File: src/rtl/seg7_seq_pkg.sv
// Shared types and the 7-segment encoding for the digit sequencer.
package seg7_seq_pkg;

  typedef enum logic [1:0] {
    StIdle   = 2'd0,
    StRun    = 2'd1,
    StPaused = 2'd2
  } state_e;

  // Index 0 is the rightmost entry; segments are {g,f,e,d,c,b,a}, active high.
  localparam logic [7:0][6:0] SEG_LUT = {
    7'h07, 7'h7D, 7'h6D, 7'h66, 7'h4F, 7'h5B, 7'h06, 7'h3F
  };

  function automatic logic [6:0] seg_encode(input logic [2:0] digit);
    return SEG_LUT[digit];
  endfunction

endpackage

File: src/rtl/seg7_step_sync.sv
// Synchronises the asynchronous step button and emits a one-cycle pulse per rising edge.
module seg7_step_sync #(
  parameter int unsigned SYNC_STAGES = 2
) (
  input  logic clk,
  input  logic rst_n,
  input  logic step_i,
  output logic step_pulse_o
);

  logic [SYNC_STAGES-1:0] sync_q;
  logic                   prev_q;

  always_ff @(posedge clk or negedge rst_n) begin
    if (!rst_n) begin
      sync_q <= '0;
      prev_q <= 1'b0;
    end else begin
      sync_q <= {sync_q[SYNC_STAGES-2:0], step_i};
      prev_q <= sync_q[SYNC_STAGES-1];
    end
  end

  assign step_pulse_o = sync_q[SYNC_STAGES-1] & ~prev_q;

endmodule

File: src/rtl/seg7_count_sequencer.sv
// Run/pause/step sequencer for a 3-bit digit counter driving a registered 7-segment display.
module seg7_count_sequencer
  import seg7_seq_pkg::*;
#(
  parameter int unsigned PRESCALE_W  = 6,
  parameter int unsigned SYNC_STAGES = 2
) (
  input  logic       clk,
  input  logic       rst_n,
  input  logic       run_i,
  input  logic       step_i,
  input  logic       dir_i,
  input  logic       load_i,
  input  logic [2:0] load_val_i,
  input  logic [1:0] rate_i,
  output logic [6:0] seg_o,
  output logic       dp_o,
  output logic [2:0] count_o
);

  state_e                state_q, state_d;
  logic [PRESCALE_W-1:0] presc_q, presc_d;
  logic [PRESCALE_W-1:0] mask;
  logic [2:0]            count_q, count_d;
  logic                  dp_q, dp_d;
  logic [6:0]            seg_q;
  logic                  step_pulse;
  logic                  tick;
  logic                  advance;
  int unsigned           k;

  seg7_step_sync #(
    .SYNC_STAGES (SYNC_STAGES)
  ) u_step_sync (
    .clk          (clk),
    .rst_n        (rst_n),
    .step_i       (step_i),
    .step_pulse_o (step_pulse)
  );

  always_comb begin
    state_d = state_q;
    unique case (state_q)
      StIdle:   if (run_i)  state_d = StRun;
      StRun:    if (!run_i) state_d = StPaused;
      StPaused: if (run_i)  state_d = StRun;
      default:  state_d = StIdle;
    endcase
  end

  // Rate compare reads the live prescaler, so a rate change takes effect mid-period.
  always_comb begin
    k    = PRESCALE_W - 3 + int'(rate_i);
    mask = '0;
    for (int unsigned i = 0; i < PRESCALE_W; i++) begin
      mask[i] = (i < k);
    end
    tick    = (state_q == StRun) && ((presc_q & mask) == mask);
    advance = (state_q == StRun) ? tick : step_pulse;
  end

  always_comb begin
    presc_d = '0;
    count_d = count_q;
    dp_d    = dp_q;
    if ((state_q == StRun) && run_i && !load_i) begin
      presc_d = presc_q + PRESCALE_W'(1);
    end
    if (load_i) begin
      count_d = load_val_i;
      dp_d    = 1'b0;
    end else if (advance) begin
      if (dir_i) begin
        count_d = count_q - 3'd1;
        dp_d    = (count_q == 3'd0);
      end else begin
        count_d = count_q + 3'd1;
        dp_d    = (count_q == 3'd7);
      end
    end
  end

  always_ff @(posedge clk or negedge rst_n) begin
    if (!rst_n) begin
      state_q <= StIdle;
      presc_q <= '0;
      count_q <= 3'd0;
      dp_q    <= 1'b0;
      seg_q   <= 7'h3F;
    end else begin
      state_q <= state_d;
      presc_q <= presc_d;
      count_q <= count_d;
      dp_q    <= dp_d;
      seg_q   <= seg_encode(count_d);
    end
  end

  assign seg_o   = seg_q;
  assign dp_o    = dp_q;
  assign count_o = count_q;

endmodule

File: config.mk
export PLATFORM = sky130hd
export DESIGN_NAME = seg7_count_sequencer
export DESIGN_NICKNAME = d
export VERILOG_FILES = /design/src/rtl/seg7_seq_pkg.sv /design/src/rtl/seg7_step_sync.sv /design/src/rtl/seg7_count_sequencer.sv
export SDC_FILE = /design/constraint.sdc
export NUM_CORES = 1
export LEC_CHECK = 0
export ABC_AREA = 0
export BUFFER_PORTS_ARGS = -buffer_cell sky130_fd_sc_hd__buf_2
export CAP_MARGIN = 20
export CORE_MARGIN = 2
export CORE_UTILIZATION = 50
export CTS_CLUSTER_SIZE = 25
export DETAILED_ROUTE_END_ITERATION = 7
export PLACE_DENSITY = 0.73
export SYNTH_ARGS = -nofsm -noshare
export SYNTH_HDL_FRONTEND = slang
export SYNTH_SLANG_ARGS = --single-unit
File: constraint.sdc
create_clock -name clk -period 3.4 [get_ports clk]
set_clock_uncertainty 0.2 [all_clocks]
set_input_delay 0.68 -clock clk [delete_from_list [all_inputs] [get_ports clk]]
set_output_delay 0.68 -clock clk [all_outputs]
set_load 0.1 [all_outputs]
==> impl_metrics.env, run 1 <==
export IMPL_port_buffers=21
export IMPL_dpl_hpwl_mm=1.498
export IMPL_rsz0062_at_grt="false"
export IMPL_firstDrtPassIters=4
export IMPL_syn_to_final_growth_pct=14.79
export IMPL_critPathCaptureType="flip-flop"
export IMPL_max_freq_mhz=347.9
export IMPL_cp_num_cells=9
export IMPL_htreeDepth=1
export IMPL_place_congestion=0.7773
export IMPL_cpMaxStageDelayCell="mux2i_1"
export IMPL_syn_area_mm2=0.001167
export IMPL_synth_edf_count=0
export IMPL_setup_violations=0
export IMPL_rows=17
export IMPL_chipHeight_um=52.32
export IMPL_postLayoutCoreUtil=0.6058
export IMPL_period_share=0.8455
export IMPL_worstSetupPathType="in2reg"
export IMPL_vias_per_cell=5.099
export IMPL_drv_slew=0
export IMPL_critPathBufInv=3
export IMPL_cts_tree="done"
export IMPL_timing_slew_headroom=0.6629
export IMPL_drc_errors=0
export IMPL_dieArea_mm2=0.002737
export IMPL_finalHoldViolCount=0
export IMPL_nets=149
export IMPL_synthTopCellsByCount="dfrtp_1, ha_1, inv_1"
export IMPL_power_leakage_nw=0.6508
export IMPL_grt_pass1_vias=756
export IMPL_synthCells=100
export IMPL_grt_max_degree=23
export IMPL_drt_initial_drc_count=6
export IMPL_drtAntennaViolNets=0
export IMPL_vias=775
export IMPL_grt_usage=0.1647
export IMPL_hp_class="in2async"
export IMPL_async_reset_ff_frac=1.000
export IMPL_yosys_warnings=0
export IMPL_drv_cap=0
export IMPL_initial_utilization=0.5277
export IMPL_grt_pass1_wl_mm=3.256
export IMPL_post_cts_buffers=0
export IMPL_routed_wl_mm=2.008
export IMPL_cp_top_family="compound AO/OA/AOI/OAI gates"
export IMPL_worstMarginPinSlew_ps=491.6
export IMPL_synth_top_area_share=0.3430
export IMPL_postCtsHoldBufs=0
export IMPL_crit_chain="buf_2, inv_1, ha_1, a221o_1, a22oi_1, mux2i_1, inv_1, ha_1, mux2i_1"
export IMPL_ys_flop_type="dfrtp_1"
export IMPL_numCtsBuffers=3
export IMPL_ir_worst_vdd_mv=0.4388
export IMPL_wire_per_inst_um=13.21
export IMPL_coreArea_mm2=0.002212
export IMPL_die_w_um=52.32
export IMPL_hold_slack_ps=109.5
export IMPL_yosysTopAreaCell="dfrtp_1"
export IMPL_clock_path_buffers=2
export IMPL_clk_latency_ps=310
export IMPL_synth_distinct_cells=34
export IMPL_io_pins=22
export IMPL_synth_avg_cell_area_um2=11.67
export IMPL_antenna_cells=0
export IMPL_worstPathArrival_ps=2910
export IMPL_ctsResizeCount=0
export IMPL_antenna_found_initial=0
export IMPL_syn_num_nets=124
export IMPL_clkTransAtPathRegs_ps=110
export IMPL_synth_most_common_cell="dfrtp_1"
export IMPL_ctsRootBufferMaster="clkbuf_4"
export IMPL_synth_seq_area_share=0.4780
export IMPL_cpPeakStageDelay_ps=510
export IMPL_clock_sink_count=22
export IMPL_critPathMaxFanout=5
export IMPL_gr_total_overflow=0
export IMPL_reg2reg_depth=7
export IMPL_tns_ps=0
export IMPL_final_layout_size_suffix_gt1_frac=0.2903
export IMPL_fin_area_mm2=0.001340
export IMPL_yosys_top_cells_area="dfrtp_1, dfstp_2, ha_1"
export IMPL_power_density_mw_per_mm2=569.6
export IMPL_dpl_instance_area_mm2=0.001304
export IMPL_ys_ff_latch=22
export IMPL_worstSetupStartpointType="input pin"
export IMPL_required_ps=3430
export IMPL_status="finished clean"
export IMPL_finalCriticalPeriod_ps=2875
-- per-stage QoR --
| step | std cells | setup WS [ps] | total power, mW |
|---|---|---|---|
| 6_report | 152 | 525.4 | 0.7633 |
| 5_1_grt | 152 | 328.2 | 0.7971 |
| 4_1_cts | 152 | 540.1 | 0.7709 |
| 3_5_place_dp | 148 | 213.0 | 0.6275 |
| 3_3_place_gp | 148 | 369.1 | 0.6245 |
| 2_1_floorplan | 100 | 331.8 | 0.5759 |
-- flip-flops by register name (all words and copies together) (netlist names) --
name                cells
dp_o                    1
state_q                 2
u_step_sync.sync_q      2
count_o                 3
presc_q                 6
seg_o                   7
u_step_sync.prev_q      1
-- worst register-to-register path: stages (launching register included) --
cell      delay [ps]
dfrtp_1          430
o21a_1           200
o2111a_1         260
a22oi_1          370
mux2i_1          510
inv_1            190
ha_1             240
mux2i_1          150
-- power by group --
part | total (mW) | internal [mW] | switching (mW) | leakage, nW
Sequential | 0.313 | 0.299 | 0.0139 | 0.269
Clock | 0.140 | 0.0655 | 0.0749 | 0.0210
Combinational | 0.310 | 0.0626 | 0.247 | 0.361
-- worst paths after layout --
check | start | endpoint | slack (ps)
worst max-delay path | rate_i[0] | seg_o[6]$_DFF_PN0_ | 530
worst min-delay path | rst_n | state_q[1]$_DFFE_PN0P_ | 110
worst max register to register | presc_q[4]$_DFF_PN0_ | seg_o[6]$_DFF_PN0_ | 780
worst min register to register | u_step_sync.sync_q[0]$_DFF_PN0_ | u_step_sync.sync_q[1]$_DFF_PN0_ | 170
max in group asynchronous | rst_n | seg_o[1]$_DFF_PN1_ | 2550
min in group clk | u_step_sync.sync_q[0]$_DFF_PN0_ | u_step_sync.sync_q[1]$_DFF_PN0_ | 170
-- routing by layer --
layer,routed length [µm],global-route usage,up-vias
met2,944,0.2667,15
met5,0,0,-
met1,953,0.2158,367
met3,65,0.01714,5
met4,45,0.08974,0
li1,-,-,388
-- kinds of logic after synthesis --
family	after synthesis	share of synthesized area
DFF	22	0.4780
xor gates and xnor gates	6	0.04502
AOI/OAI and AO/OA	14	0.1008
buffers and inverters	10	0.03215
and+or+nand+nor	27	0.1286
adders and majority gates	13	0.1458
muxes	8	0.06967
-- cells in the final DEF, fill, tap and decap left out, types with 3 or more instances in the layout --
cell	n
a21oi_1	3
buf_2	21
clkbuf_4	3
dfrtp_1	16
dfstp_2	6
ha_1	12
inv_1	9
mux2i_1	7
nand2_1	5
nand2b_1	3
nor2_1	8
xnor2_1	4
-- area by class of cell --
cell class                      instances  area, µm²
Clock buffer                            4      36.28
Fill cell                             196      872.1
Inverter                                9      33.78
Multi-Input combinational cell         68      571.8
Sequential cell                        22      558.0
Tap cell                               28      35.03
Timing Repair Buffer                   21      105.1
No activity file was read; power rests on OpenSTA's default activity.
==> run 2: changes to the inputs <==
ABC_AREA = 1   (was 0)
CORE_UTILIZATION = 48   (was 50)
clock period = 2.35 ns   (was 3.4 ns; I/O delays follow)
==> run 2 against run 1 <==
  * Sequential power up 41%
  * First-iteration DRC count up 130%
  * Highest routed layer unchanged
  * Largest power group unchanged
  * Area after synthesis up 1.7%
  * Sequential cell count unchanged
  * Global-route usage up 0.14 points
  * Combinational power up 25%
  * Die area up 5.5%
  * Critical path depth up 4
  * Clock-buffer cell count unchanged
  * Largest cell class is now registers
==> impl_metrics.env, run 2 <==
export IMPL_synth_avg_cell_area_um2=9.276
export IMPL_worstSetupPathType="in2reg"
export IMPL_wire_per_inst_um=10.66
export IMPL_synthXorXnorAreaFrac=0.02950
export IMPL_rows=18
export IMPL_timing_slew_headroom=0.6738
export IMPL_yosys_warnings=0
export IMPL_postLayoutCoreUtil=0.5815
export IMPL_worstPathArrival_ps=2220
export IMPL_min_from="step_i"
export IMPL_reg2reg_depth=11
export IMPL_hp_class="in2reg"
export IMPL_grt_pass1_wl_mm=3.381
export IMPL_worstMarginPinSlew_ps=492.7
export IMPL_dpl_instance_area_mm2=0.001355
export IMPL_cp_startpoint="rate_i[0]"
export IMPL_critPathCaptureType="flip-flop"
export IMPL_ir_worst_vdd_mv=0.7801
export IMPL_chipHeight_um=53.74
export IMPL_reg2reg_slack_ps=180
export IMPL_gr_total_overflow=0
export IMPL_crit_end="seg_o[6]$_DFF_PN0_"
export IMPL_clk_latency_ps=310
export IMPL_drv_cap=0
export IMPL_synthCells=128
export IMPL_numCtsBuffers=3
export IMPL_grt_pass1_vias=828
export IMPL_cts_tree="done"
export IMPL_htreeDepth=1
export IMPL_period_share=0.9371
export IMPL_async_reset_ff_frac=1.000
export IMPL_clock_path_buffers=2
export IMPL_finalHoldViolCount=0
export IMPL_ctsRootBufferMaster="clkbuf_4"
export IMPL_coreArea_mm2=0.002410
export IMPL_power_density_mw_per_mm2=739.4
export IMPL_rsz0062_at_grt="false"
export IMPL_synthTopCellsByCount="nand2_1, inv_1, dfrtp_1"
export IMPL_final_common_cell="nand2_1"
export IMPL_place_inst=182
export IMPL_drv_slew=0
export IMPL_synth_seq_area_share=0.4700
export IMPL_synth_compound_area_frac=0.03161
export IMPL_final_layout_size_suffix_gt1_frac=0.3185
export IMPL_post_cts_buffers=0
export IMPL_yosys_top_cells_area="dfrtp_1, dfstp_2, ha_1"
export IMPL_ctsResizeCount=0
export IMPL_synth_simple_area_share=0.2497
export IMPL_muxShareOfSynthArea=0
export IMPL_syn_area_mm2=0.001187
export IMPL_layout_common_cells="nand2_1, inv_1, buf_2"
export IMPL_vias=877
export IMPL_drt_initial_drc_count=14
export IMPL_hold_slack_ps=51.05
export IMPL_ys_ff_latch=22
export IMPL_synth_most_common_cell="nand2_1"
export IMPL_antenna_cells=0
export IMPL_worstSetupStartpointType="input pin"
export IMPL_clkTransAtPathRegs_ps=120
export IMPL_dpl_hpwl_mm=1.605
export IMPL_vias_per_cell=4.690
export IMPL_synth_top_family_by_area="simple AND/OR/NAND/NOR gates"
export IMPL_layout_cells_non_filler=187
export IMPL_clock_sink_count=22
export IMPL_yosysTopAreaCell="dfrtp_1"
export IMPL_synth_edf_count=0
export IMPL_routed_wl_mm=1.993
export IMPL_required_ps=2370
export IMPL_port_buffers=21
export IMPL_syn_num_nets=152
export IMPL_die_w_um=53.74
export IMPL_io_pins=22
export IMPL_synth_top_area_share=0.3372
export IMPL_worstReg2RegStart="presc_q[0]$_DFF_PN0_"
export IMPL_setup_violations=0
export IMPL_max_freq_mhz=454.1
export IMPL_fin_area_mm2=0.001401
export IMPL_synth_fa_ha_area_frac=0.1433
export IMPL_ys_flop_type="dfrtp_1"
export IMPL_postCtsHoldBufs=1
export IMPL_largest_reg_flops=7
export IMPL_place_congestion=0.8219
export IMPL_grt_max_degree=23
export IMPL_dieArea_mm2=0.002887
export IMPL_initial_utilization=0.4927
export IMPL_firstDrtPassIters=4
export IMPL_r2r_end="seg_o[6]$_DFF_PN0_"
export IMPL_drc_errors=0
export IMPL_grt_usage=0.1662
export IMPL_critPathMaxFanout=4
export IMPL_post_place_ws_ps=-134.2
export IMPL_power_leakage_nw=0.7560
export IMPL_synth_distinct_cells=25
export IMPL_nets=182
export IMPL_drtAntennaViolNets=0
export IMPL_setup_ws_ps=147.8
export IMPL_antenna_found_initial=0
export IMPL_finalCriticalPeriod_ps=2202
export IMPL_status="finished clean"
export IMPL_syn_to_final_growth_pct=18.02
==> run 2: cell types whose count changed after synthesis, sizes merged, moves of 2 or more <==
| cell | change |
|---|---|
| nor3 | +2 |
| nor2 | +4 |
| o22ai | +2 |
| nand2b | -3 |
| or4 | -2 |
| mux2i | -7 |
| nand2 | +25 |
| a21oi | -2 |
| o21ai | +2 |
| nand3 | +7 |
| inv | +15 |
| xnor2 | -2 |
==> run 2: stage by stage <==
| stage | TNS [ps] | total power [mW] |
|---|---|---|
| 6_report | 0 | 1.036 |
| 5_1_grt | 0 | 1.090 |
| 4_1_cts | 0 | 1.050 |
| 3_5_place_dp | -363.5 | 0.8364 |
| 3_3_place_gp | -7.234 | 0.8279 |
| 2_1_floorplan | 0 | 0.7619 |
==> run 2: worst min-delay path by stage <==
stage / end / slack, ps / cells past startpoint
global placement: u_step_sync.sync_q[1]$_DFF_PN0_ / 130 / 0
floorplan: count_o[0]$_DFF_PN0_ / -30 / 0
CTS: u_step_sync.sync_q[0]$_DFF_PN0_ / 40 / 1
global route: u_step_sync.sync_q[0]$_DFF_PN0_ / 40 / 1
finish: u_step_sync.sync_q[0]$_DFF_PN0_ / 50 / 1
detailed placement: u_step_sync.sync_q[1]$_DFF_PN0_ / 140 / 0
==> run 2: report_power, final <==
group	switching (mW)	internal, mW
clock	0.114	0.0949
combinational	0.311	0.0764
sequential	0.0155	0.425
total	0.440	0.596
==> run 2: per-layer routing <==
layer  routed length [µm]  up-vias  share of wire  GRT usage
met3                   75        5          0.038    0.01667
met1                  873      406           0.44     0.2029
li1                     -      447              -          -
met2                  983       19           0.49     0.2744
met4                   60        0          0.030     0.1154
met5                    0        -              0          0
==> run 2: layout make-up <==
| cell class | count | area [µm²] |
|---|---|---|
| fillers | 209 | 1008 |
| flip-flops and latches | 22 | 560.5 |
| multi-input cells | 82 | 539.3 |
| repair buffers | 25 | 137.6 |
| inverters | 24 | 90.09 |
| well taps | 30 | 37.54 |
| clock buffers | 4 | 36.28 |
==> run 2: cells by family (layout without fill, tap and decap cells) <==
group                      count (synthesis)  count (layout)
xor gates and xnor gates                   4               4
buffers and inverters                     24              53
AOI/OAI and AO/OA                          7               7
adders and majority gates                 13              13
DFF                                       22              22
and+or+nand+nor                           58              58
==> run 2: critical path, stage by stage <==
cell and delay [ps]:
buf_2 110, inv_1 60, ha_1 290, nand2_1 70, nand3b_1 90, nand3_2 120
nand2_4 60, xor2_1 150, o21ai_0 360, ha_1 230, inv_1 40, nand3_1 110
nand2_1 70
